[config.mk]
export PLATFORM = sky130hd
export DESIGN_NAME = dmem_arbiter
export DESIGN_NICKNAME = d
export VERILOG_FILES = /design/src/rtl/dmem_arbiter.sv
export SDC_FILE = /design/constraint.sdc
export NUM_CORES = 1
export LEC_CHECK = 0
export CAP_MARGIN = 30
export CORE_ASPECT_RATIO = 2
export CORE_MARGIN = 2
export CORE_UTILIZATION = 31
export DETAILED_ROUTE_END_ITERATION = 8
export GPL_TIMING_DRIVEN = 0
export PLACE_DENSITY_LB_ADDON = 0.3
export SETUP_SLACK_MARGIN = 0.5
export SYNTH_ARGS = -nofsm -noshare
export SYNTH_HDL_FRONTEND = slang
export SYNTH_SLANG_ARGS = --single-unit
[constraint.sdc]
create_clock -name clk -period 2.6 [get_ports clk]
set_clock_uncertainty 0.1 [all_clocks]
set_input_delay 0.65 -clock clk [delete_from_list [all_inputs] [get_ports clk]]
set_output_delay 0.65 -clock clk [all_outputs]
set_load 0.01 [all_outputs]
[src/rtl/dmem_arbiter.sv]
// Round-robin two-master arbiter for the single-port data memory.
// Optional DMEM_ARB_LOCK_EN adds m0_lock/m1_lock to suppress hold preemption.
module dmem_arbiter #(
  parameter int ADDR_W   = 32,
  parameter int DATA_W   = 32,
  parameter int MAX_HOLD = 4
) (
  input  logic              clk,
  input  logic              reset,
  input  logic              m0_req,
  input  logic              m0_we,
  input  logic [ADDR_W-1:0] m0_addr,
  input  logic [DATA_W-1:0] m0_wdata,
  output logic              m0_ready,
  output logic [DATA_W-1:0] m0_rdata,
  output logic              m0_rvalid,
  input  logic              m1_req,
  input  logic              m1_we,
  input  logic [ADDR_W-1:0] m1_addr,
  input  logic [DATA_W-1:0] m1_wdata,
  output logic              m1_ready,
  output logic [DATA_W-1:0] m1_rdata,
  output logic              m1_rvalid,
  output logic              mem_read,
  output logic              mem_write,
  output logic [ADDR_W-1:0] mem_address,
  output logic [DATA_W-1:0] mem_write_data,
  input  logic [DATA_W-1:0] mem_read_data
`ifdef DMEM_ARB_LOCK_EN
  ,
  input  logic              m0_lock,
  input  logic              m1_lock
`endif
);

  typedef enum logic [1:0] {
    IDLE   = 2'd0,
    SERVE0 = 2'd1,
    SERVE1 = 2'd2
  } state_t;

  localparam logic [4:0] LP_MAX = 5'(MAX_HOLD);

  state_t      r_state;
  state_t      w_next;
  logic [3:0]  r_hold_cnt;
  logic [3:0]  w_hold_nxt;
  logic [3:0]  w_hold_inc;
  logic        r_last_grant;
  logic        w_last_nxt;
  logic        w_limit;
  logic        w_lock0;
  logic        w_lock1;
  logic        w_rd0;
  logic        w_rd1;

`ifdef DMEM_ARB_LOCK_EN
  assign w_lock0 = m0_lock;
  assign w_lock1 = m1_lock;
`else
  assign w_lock0 = 1'b0;
  assign w_lock1 = 1'b0;
`endif

  // >= rather than == so a counter that ran past the limit
  // while the other side was quiet still yields on its next request
  assign w_limit = (5'(r_hold_cnt) + 5'd1) >= LP_MAX;
  assign w_hold_inc = (r_hold_cnt == 4'hF) ?
                      r_hold_cnt : r_hold_cnt + 4'd1;

  always_comb begin
    w_next         = r_state;
    w_hold_nxt     = r_hold_cnt;
    w_last_nxt     = r_last_grant;
    m0_ready       = 1'b0;
    m1_ready       = 1'b0;
    mem_read       = 1'b0;
    mem_write      = 1'b0;
    mem_address    = '0;
    mem_write_data = '0;
    unique case (r_state)
      IDLE: begin
        if (m0_req && (!m1_req || r_last_grant))
          w_next = SERVE0;
        else if (m1_req)
          w_next = SERVE1;
      end
      SERVE0: begin
        if (m0_req) begin
          m0_ready       = 1'b1;
          mem_read       = !m0_we;
          mem_write      = m0_we;
          mem_address    = m0_addr;
          mem_write_data = m0_wdata;
          w_hold_nxt     = w_hold_inc;
          if (w_limit && m1_req && !w_lock0) begin
            w_next     = SERVE1;
            w_hold_nxt = 4'd0;
            w_last_nxt = 1'b0;
          end
        end else begin
          w_next     = m1_req ? SERVE1 : IDLE;
          w_hold_nxt = 4'd0;
          w_last_nxt = 1'b0;
        end
      end
      SERVE1: begin
        if (m1_req) begin
          m1_ready       = 1'b1;
          mem_read       = !m1_we;
          mem_write      = m1_we;
          mem_address    = m1_addr;
          mem_write_data = m1_wdata;
          w_hold_nxt     = w_hold_inc;
          if (w_limit && m0_req && !w_lock1) begin
            w_next     = SERVE0;
            w_hold_nxt = 4'd0;
            w_last_nxt = 1'b1;
          end
        end else begin
          w_next     = m0_req ? SERVE0 : IDLE;
          w_hold_nxt = 4'd0;
          w_last_nxt = 1'b1;
        end
      end
      default: w_next = IDLE;
    endcase
  end

  assign w_rd0 = m0_ready && !m0_we;
  assign w_rd1 = m1_ready && !m1_we;

  always_ff @(posedge clk or posedge reset) begin
    if (reset) begin
      r_state      <= IDLE;
      r_hold_cnt   <= 4'd0;
      r_last_grant <= 1'b1;
      m0_rvalid    <= 1'b0;
      m1_rvalid    <= 1'b0;
      m0_rdata     <= '0;
      m1_rdata     <= '0;
    end else begin
      r_state      <= w_next;
      r_hold_cnt   <= w_hold_nxt;
      r_last_grant <= w_last_nxt;
      m0_rvalid    <= w_rd0;
      m1_rvalid    <= w_rd1;
      if (w_rd0)
        m0_rdata <= mem_read_data;
      if (w_rd1)
        m1_rdata <= mem_read_data;
    end
  end

endmodule

==> results of run 1 <==
==> power breakdown <==
part | internal (mW) | leakage [nW] | switching [mW] | total (mW)
clock | 0.870 | 0.159 | 0.492 | 1.36
combinational | 2.82 | 2.69 | 2.54 | 5.36
sequential | 1.65 | 0.915 | 0.323 | 1.97
==> flip-flops by register name, indices dropped and copies added, names as in the netlist <==
register,count
m0_rdata,32
m1_rdata,32
r_hold_cnt,4
r_state,2
m0_rvalid,1
m1_rvalid,1
r_last_grant,1
==> layout make-up <==
| type | count | area [um2] | area share (%) |
|---|---|---|---|
| multi-input combinational | 383 | 2430 | 28.8 |
| timing repair buffer | 326 | 3160 | 37.3 |
| inverter | 11 | 72.6 | 0.858 |
| antenna | 1 | 2.50 | 0.0296 |
| sequential | 73 | 1830 | 21.7 |
| clock buffer | 10 | 239 | 2.83 |
| clock inverter | 6 | 90.1 | 1.07 |
| buffer | 37 | 442 | 5.22 |
| tap | 150 | 188 | 2.22 |
==> how the worst min path moves through the flow <==
stage | startpoint | to | slack, ns
6_report | m0_rdata[9] | m0_rdata[9] | 0.38
5_1_grt | m0_rdata[22] | m0_rdata[22] | 0.40
2_1_floorplan | r_last_grant | r_last_grant | 0.39
3_5_place_dp | m1_rdata[1] | m1_rdata[1] | 0.36
3_3_place_gp | m1_rdata[19] | m1_rdata[19] | 0.36
4_1_cts | m0_rdata[9] | m0_rdata[9] | 0.38
==> Yosys cell counts (all sizes together) <==
master / number / area share (%)
a22oi: 65 / 12
or3b: 1 / 0.22
mux2: 3 / 0.86
a31oi: 1 / 0.16
a211oi: 1 / 0.19
and2: 1 / 0.16
dfrtp: 72 / 46
nand4: 3 / 0.48
a221oi: 1 / 0.22
dfstp: 1 / 0.67
nor4b: 1 / 0.22
and3: 1 / 0.16
nand2: 199 / 19
a21oi: 3 / 0.38
ha: 6 / 1.9
nor3: 1 / 0.13
a311oi: 1 / 0.22
buf: 17 / 2.1
o21ai: 4 / 0.51
o21a: 1 / 0.19
clkbuf: 20 / 1.9
a22o: 1 / 0.22
o211a: 1 / 0.26
a222oi: 1 / 0.26
a32o: 1 / 0.26
a2bb2oi: 2 / 0.45
nand2b: 3 / 0.48
nor2b: 1 / 0.16
o22ai: 1 / 0.16
a41oi: 1 / 0.22
a21o: 1 / 0.19
inv: 9 / 0.86
clkinv: 2 / 0.19
o311ai: 1 / 0.22
nand3: 2 / 0.26
nor2: 71 / 6.8
a32oi: 1 / 0.22
o211ai: 1 / 0.19
mux2i: 1 / 0.26
==> critical path, delay by kind of cell, from the launching register on <==
kind / cells / cell delay [ns]
buffers and inverters: 5 / 0.58
DFF: 1 / 0.45
AOI/OAI and AO/OA: 1 / 0.31
adders and majority gates: 1 / 0.16
and+or+nand+nor: 2 / 0.14
==> logic make-up (layout without fill, tap and decap cells) <==
logic type | Yosys count | after routing
AO/OA/AOI/OAI | 89 | 89
adder cells (fa/ha/maj) | 6 | 6
buffers and inverters | 48 | 390
flip-flops | 73 | 73
multiplexers | 4 | 4
other | 0 | 1
AND/OR/NAND/NOR | 284 | 284
==> routing by layer <==
metal	part of all wire (%)	up-vias
li1	-	2357
met2	50	321
met4	1.1	0
met5	0	-
met3	10	11
met1	39	2414
==> timing repair <==
| item | in CTS | in global routing |
|---|---|---|
| endpoints found under the setup margin | 119 | 100 |
| pin swaps | 38 | 26 |
| gates resized for setup | 381 | 47 |
| buffers inserted | 17 | 4 |
| gates cloned | 5 | 0 |
==> reports/metrics.yaml, run 1 <==
status: "finished with violations"
failed_checks: "setup timing"
hold_ws_ns: 0.375
leakage_nw: 3.76
synth.area.mux_share_pct: 1.12
syn_avg_cell_area_um2: 7.76
synth-compound-area-share_pct: 17.0
relSlewSlack_pct: 53.1
grt_util_met3_pct: 6.74
dpl.hpwl_mm: 15.5
clock_sinks: 73
gr-max-usage-layer: "met2"
netlist_instances: 504
grt_max_degree: 45
core_region_area_mm2: 0.0125
io_pins: 300
placed_cells: 954
hold_depth: 2
critPathMaxFanout: 6
syn_nets: 676
postRouteWirelength_mm: 19.5
insertion_delay_ns: 0.33
ant_nets: 0
portBuffers: 299
vias: 5103
fin_nets: 1013
synthDistinctLibCells: 41
syn-cell-area_mm2: 0.00391
layout-drive-gt1-share_pct: 30.9
min_period_ns: 2.74
design_area_mm2: 0.00845
finalPower_mw: 8.69
power_density_mw_per_mm2: 1030
cp-endpoint: "mem_address[28]"
fmax_ghz: 0.365
die_width_um: 83.4
clock_path_buffers: 2
root_buffer: "clkbuf_16"
rsz0062_at_grt: "yes"
place_congestion: 0.893
cts_made_buffers: 9
initial_core_util_pct: 31.3
r2r_cells: 5
max-cap-violations: 0
ys_warn_count: 0
vias_per_cell: 5.12
overflow: 0
dpl-instance-area_mm2: 0.00750
cts.clk_slew.worst_paths_ns: 0.06
final_cell_mix: "clkdlybuf4s50_1 (230), nand2_1 (197), dfrtp_1 (70)"
use_met2_pct: 49.4
cp_cell_sequence: "buf_6 > ha_4 > nand2_4 > inv_6 > buf_12 > buf_8 > a22oi_2 > nor2_4 > buf_6"
worstSetupEndpointType: "output pin"
reg2reg_setup_slack_ns: 0.53
synth_fa_ha_area_share_pct: 1.92
cts_tree: "yes"
htreeDepth: 3
grt_use_total_pct: 28.3
worstMarginPinSlew_ns: 0.702
critPathLaunch: "r_state[1]"
antenna_found_initial: 1
die-height_um: 163
cp_common_cell: "buf_6"
synth-seq-cells: 73
firstDrtPassIters: 4
final.setup.worst_slack_ns: -0.137
ys_seq_area_share_pct: 46.7
critical-path-max-stage-delay_ns: 0.45
die_area_mm2: 0.0136
dp_slack_ns: -1.02
remaining_drc_errors: 0
r2r-start: "r_hold_cnt[0]"
fillerInstances: 967
critPathKind: "flip-flop to output pin"
grt.met1_usage_pct: 35.3
layoutNonFillerInstCount: 997
synth_top_family_by_area: "simple AND/OR/NAND/NOR gates"
cpMaxStageDelayCell: "dfrtp_2"
arrival_ns: 1.99
grt_pass1_vias: 5201
min_period_over_period_pct: 105
final_core_utilization_pct: 67.7
postCtsHoldBufs: 0
wire_per_inst_um: 19.6
cp-start-kind: "flip-flop"
rows: 58
layout_commonest_cell: "clkdlybuf4s50_1"
setup_tns_ns: -2.59
syn_to_final_growth_pct: 116
post_synth_and_or_nand_nor_area_fraction_pct: 28.2
cp.required_ns: 1.85
finalSetupViolCount: 50
finalHoldViolations: 0
peakVddDrop_mv: 0.712
drtIter0Drc: 346
r2r_end: "r_state[1]"
hold_class: "flip-flop to flip-flop"
maxSlewViolCount: 0
synth_xor_xnor_area_share_pct: 0
grt_pass1_wl_mm: 29.5
No activity file was read; power rests on OpenSTA's default activity.
==> run 2: changes to the inputs <==
--- a/config.mk
+++ b/config.mk
@@ -11,7 +11,8 @@
 export CORE_UTILIZATION = 31
 export DETAILED_ROUTE_END_ITERATION = 8
 export GPL_TIMING_DRIVEN = 0
-export PLACE_DENSITY_LB_ADDON = 0.3
+export HOLD_SLACK_MARGIN = 0.15
+export PLACE_DENSITY = 0.78
 export SETUP_SLACK_MARGIN = 0.5
 export SYNTH_ARGS = -nofsm -noshare
 export SYNTH_HDL_FRONTEND = slang
==> run 2 against run 1 <==
  * The run still ends with setup timing left
  * Power is 1.9% lower
  * Via count is 0.76% lower
  * Clock power decreased by 9%
  * Core utilization grew 0.40 points
  * Critical path depth unchanged
==> reports/metrics.yaml, run 2 (same netlist as run 1, synthesis figures left out) <==
status: "finished with violations"
failed_checks: "setup timing"
core_region_area_mm2: 0.0125  # unchanged
min_period_ns: 2.68  # -0.0569 ns
antenna_found_initial: 0  # -1
syn_to_final_growth_pct: 117
critical-path-max-stage-delay_ns: 0.45  # about the same
postCtsHoldBufs: 0  # unchanged
final.setup.worst_slack_ns: -0.0801  # +0.0569 ns
cpMaxStageDelayCell: "dfrtp_2"
grt_pass1_vias: 5436  # +4.5%
rsz0062_at_grt: "yes"
power_density_mw_per_mm2: 1000  # -2.5%
critPathMaxFanout: 9  # +3
grt_max_degree: 46  # +2.2%
layout-drive-gt1-share_pct: 30.5  # -0.40 points
arrival_ns: 1.93  # -0.06 ns
die_width_um: 83.4  # unchanged
insertion_delay_ns: 0.34  # about the same
seqCellArea_mm2: 0.00183  # unchanged
rows: 58  # unchanged
portBuffers: 299  # unchanged
final_core_utilization_pct: 68.1  # +0.40 points
cp_common_cell: "buf_12"
layout_commonest_cell: "clkdlybuf4s50_1"
dpl.hpwl_mm: 14.0  # -9.7%
design_area_mm2: 0.00850  # +0.59%
relSlewSlack_pct: 55.1  # +2.0 points
clock_path_buffers: 2  # unchanged
critPathKind: "flip-flop to output pin"
cp_cell_sequence: "buf_12 > ha_4 > nand2_4 > inv_6 > buf_12 > buf_12 > a22oi_2 > nor2_4 > buf_6"
final_cell_mix: "clkdlybuf4s50_1 (229), nand2_1 (197), dfrtp_1 (70)"
dpl-instance-area_mm2: 0.00750  # unchanged
reg_top3: "m0_rdata: 32 flops, m1_rdata: 32 flops, r_hold_cnt: 4 flops"
io_pins: 300  # unchanged
cts.clk_slew.worst_paths_ns: 0.06  # about the same
min_period_over_period_pct: 103  # -2.2 points
postRouteWirelength_mm: 17.9  # -8.3%
worstMarginPinSlew_ns: 0.672  # -0.0300 ns
fin_nets: 1011  # -0.20%
firstDrtPassIters: 5  # +1
path_delay_family: "buffers and inverters"
overflow: 0  # unchanged
grt_pass1_wl_mm: 26.9  # -8.6%
peakVddDrop_mv: 0.618  # -13%
cts_tree: "yes"
initial_core_util_pct: 31.3  # unchanged
die_area_mm2: 0.0136  # unchanged
remaining_drc_errors: 0  # unchanged
wire_per_inst_um: 18.0  # -8.0%
maxSlewViolCount: 0  # unchanged
multi_input_area_mm2: 0.00246  # +1.2%
ant_nets: 0  # unchanged
grt_use_total_pct: 25.1  # -3.2 points
drtIter0Drc: 163  # -53%
finalSetupViolCount: 47  # -6.0%
max-cap-violations: 0  # unchanged
cp.required_ns: 1.85  # about the same
finalHoldViolations: 0  # unchanged
cp_num_buf_inv: 5  # unchanged
vias: 5064  # -0.76%
die-height_um: 163  # unchanged
cp-start-kind: "flip-flop"
fmax_ghz: 0.373  # +2.1%
worstSetupEndpointType: "output pin"
htreeDepth: 3  # unchanged
leakage_nw: 3.77  # +0.19%
cts_made_buffers: 9  # unchanged
diodes: 0  # -1
root_buffer: "clkbuf_16"
hold_class: "flip-flop to flip-flop"
vias_per_cell: 5.09  # -0.46%
place_congestion: 0.868  # -2.8%
clock_sinks: 73  # unchanged
fillerInstances: 973  # +0.62%
[run 2: cell count changes in the layout (fill, tap and decap cells not counted), moves of 3 or more]
cell,delta
buf_12,+5
buf_2,+5
buf_4,-9
clkbuf_1,+3
clkbuf_16,+4
clkbuf_2,-4
clkdlybuf4s15_2,-3
nor2_1,+5
nor2_2,-8
nor2_4,+3
[run 2: stage by stage]
step	setup WS, ns	TNS [ns]	hold WS, ns	power (mW)	cells
after floorplan	0.346	0	0.393	4.22	504
after global placement	-1.08	-56.16	0.357	6.27	953
after detailed placement	-1.12	-56.62	0.361	6.41	954
after CTS	-0.0735	-1.33	0.375	8.33	984
after global routing	-0.125	-4.93	0.387	9.02	994
final	-0.0801	-1.58	0.376	8.53	994
[run 2: final cells by class]
class / count / area share (%)
Timing Repair Buffer: 324 / 36.6
Multi-Input combinational cell: 383 / 29.0
Sequential cell: 73 / 21.5
Buffer: 37 / 6.30
Clock buffer: 9 / 2.65
Tap cell: 150 / 2.21
Clock inverter: 7 / 0.883
Inverter: 11 / 0.883
[run 2: final timing paths]
check,start,to,slack (ns),cells after the start
max,r_state[0],mem_address[21],-0.08,9
min,m1_rdata[28],m1_rdata[28],0.38,2
max reg2reg,r_state[0],r_state[1],0.46,8
min reg2reg,m1_rdata[28],m1_rdata[28],0.38,2
max in group asynchronous,reset,m0_rdata[11],1.09,3
min in group asynchronous,reset,m1_rdata[3],0.66,2
[run 2: worst register-to-register path: cells and delay by family (launching register included)]
family / cells / cell delay, ns
compound gates: 2 / 0.35
fa+ha+maj: 1 / 0.16
buf+inv: 3 / 0.41
flops: 1 / 0.45
mux: 2 / 0.55
[run 2: layer usage]
metal	vias up	wire, um	part of all wire (%)	track usage [%]
met5	-	0	0	0
met4	0	615	3.4	11.7
met3	44	1020	5.7	4.36
met2	282	10200	57	49.1
met1	2391	6130	34	25.1
li1	2347	-	-	-
[run 2: where the power goes]
group	internal [mW]	leakage, nW	switching, mW
clock	0.751	0.151	0.492
sequential	1.65	0.915	0.322
combinational	2.81	2.70	2.50
total	5.21	3.77	3.32
[run 2: timing repair]
action,in CTS,in global routing
cloned,4,3
endpoints found under the setup margin,131,78
pin swaps,35,38
setup buffers,10,7
resized for setup,397,54
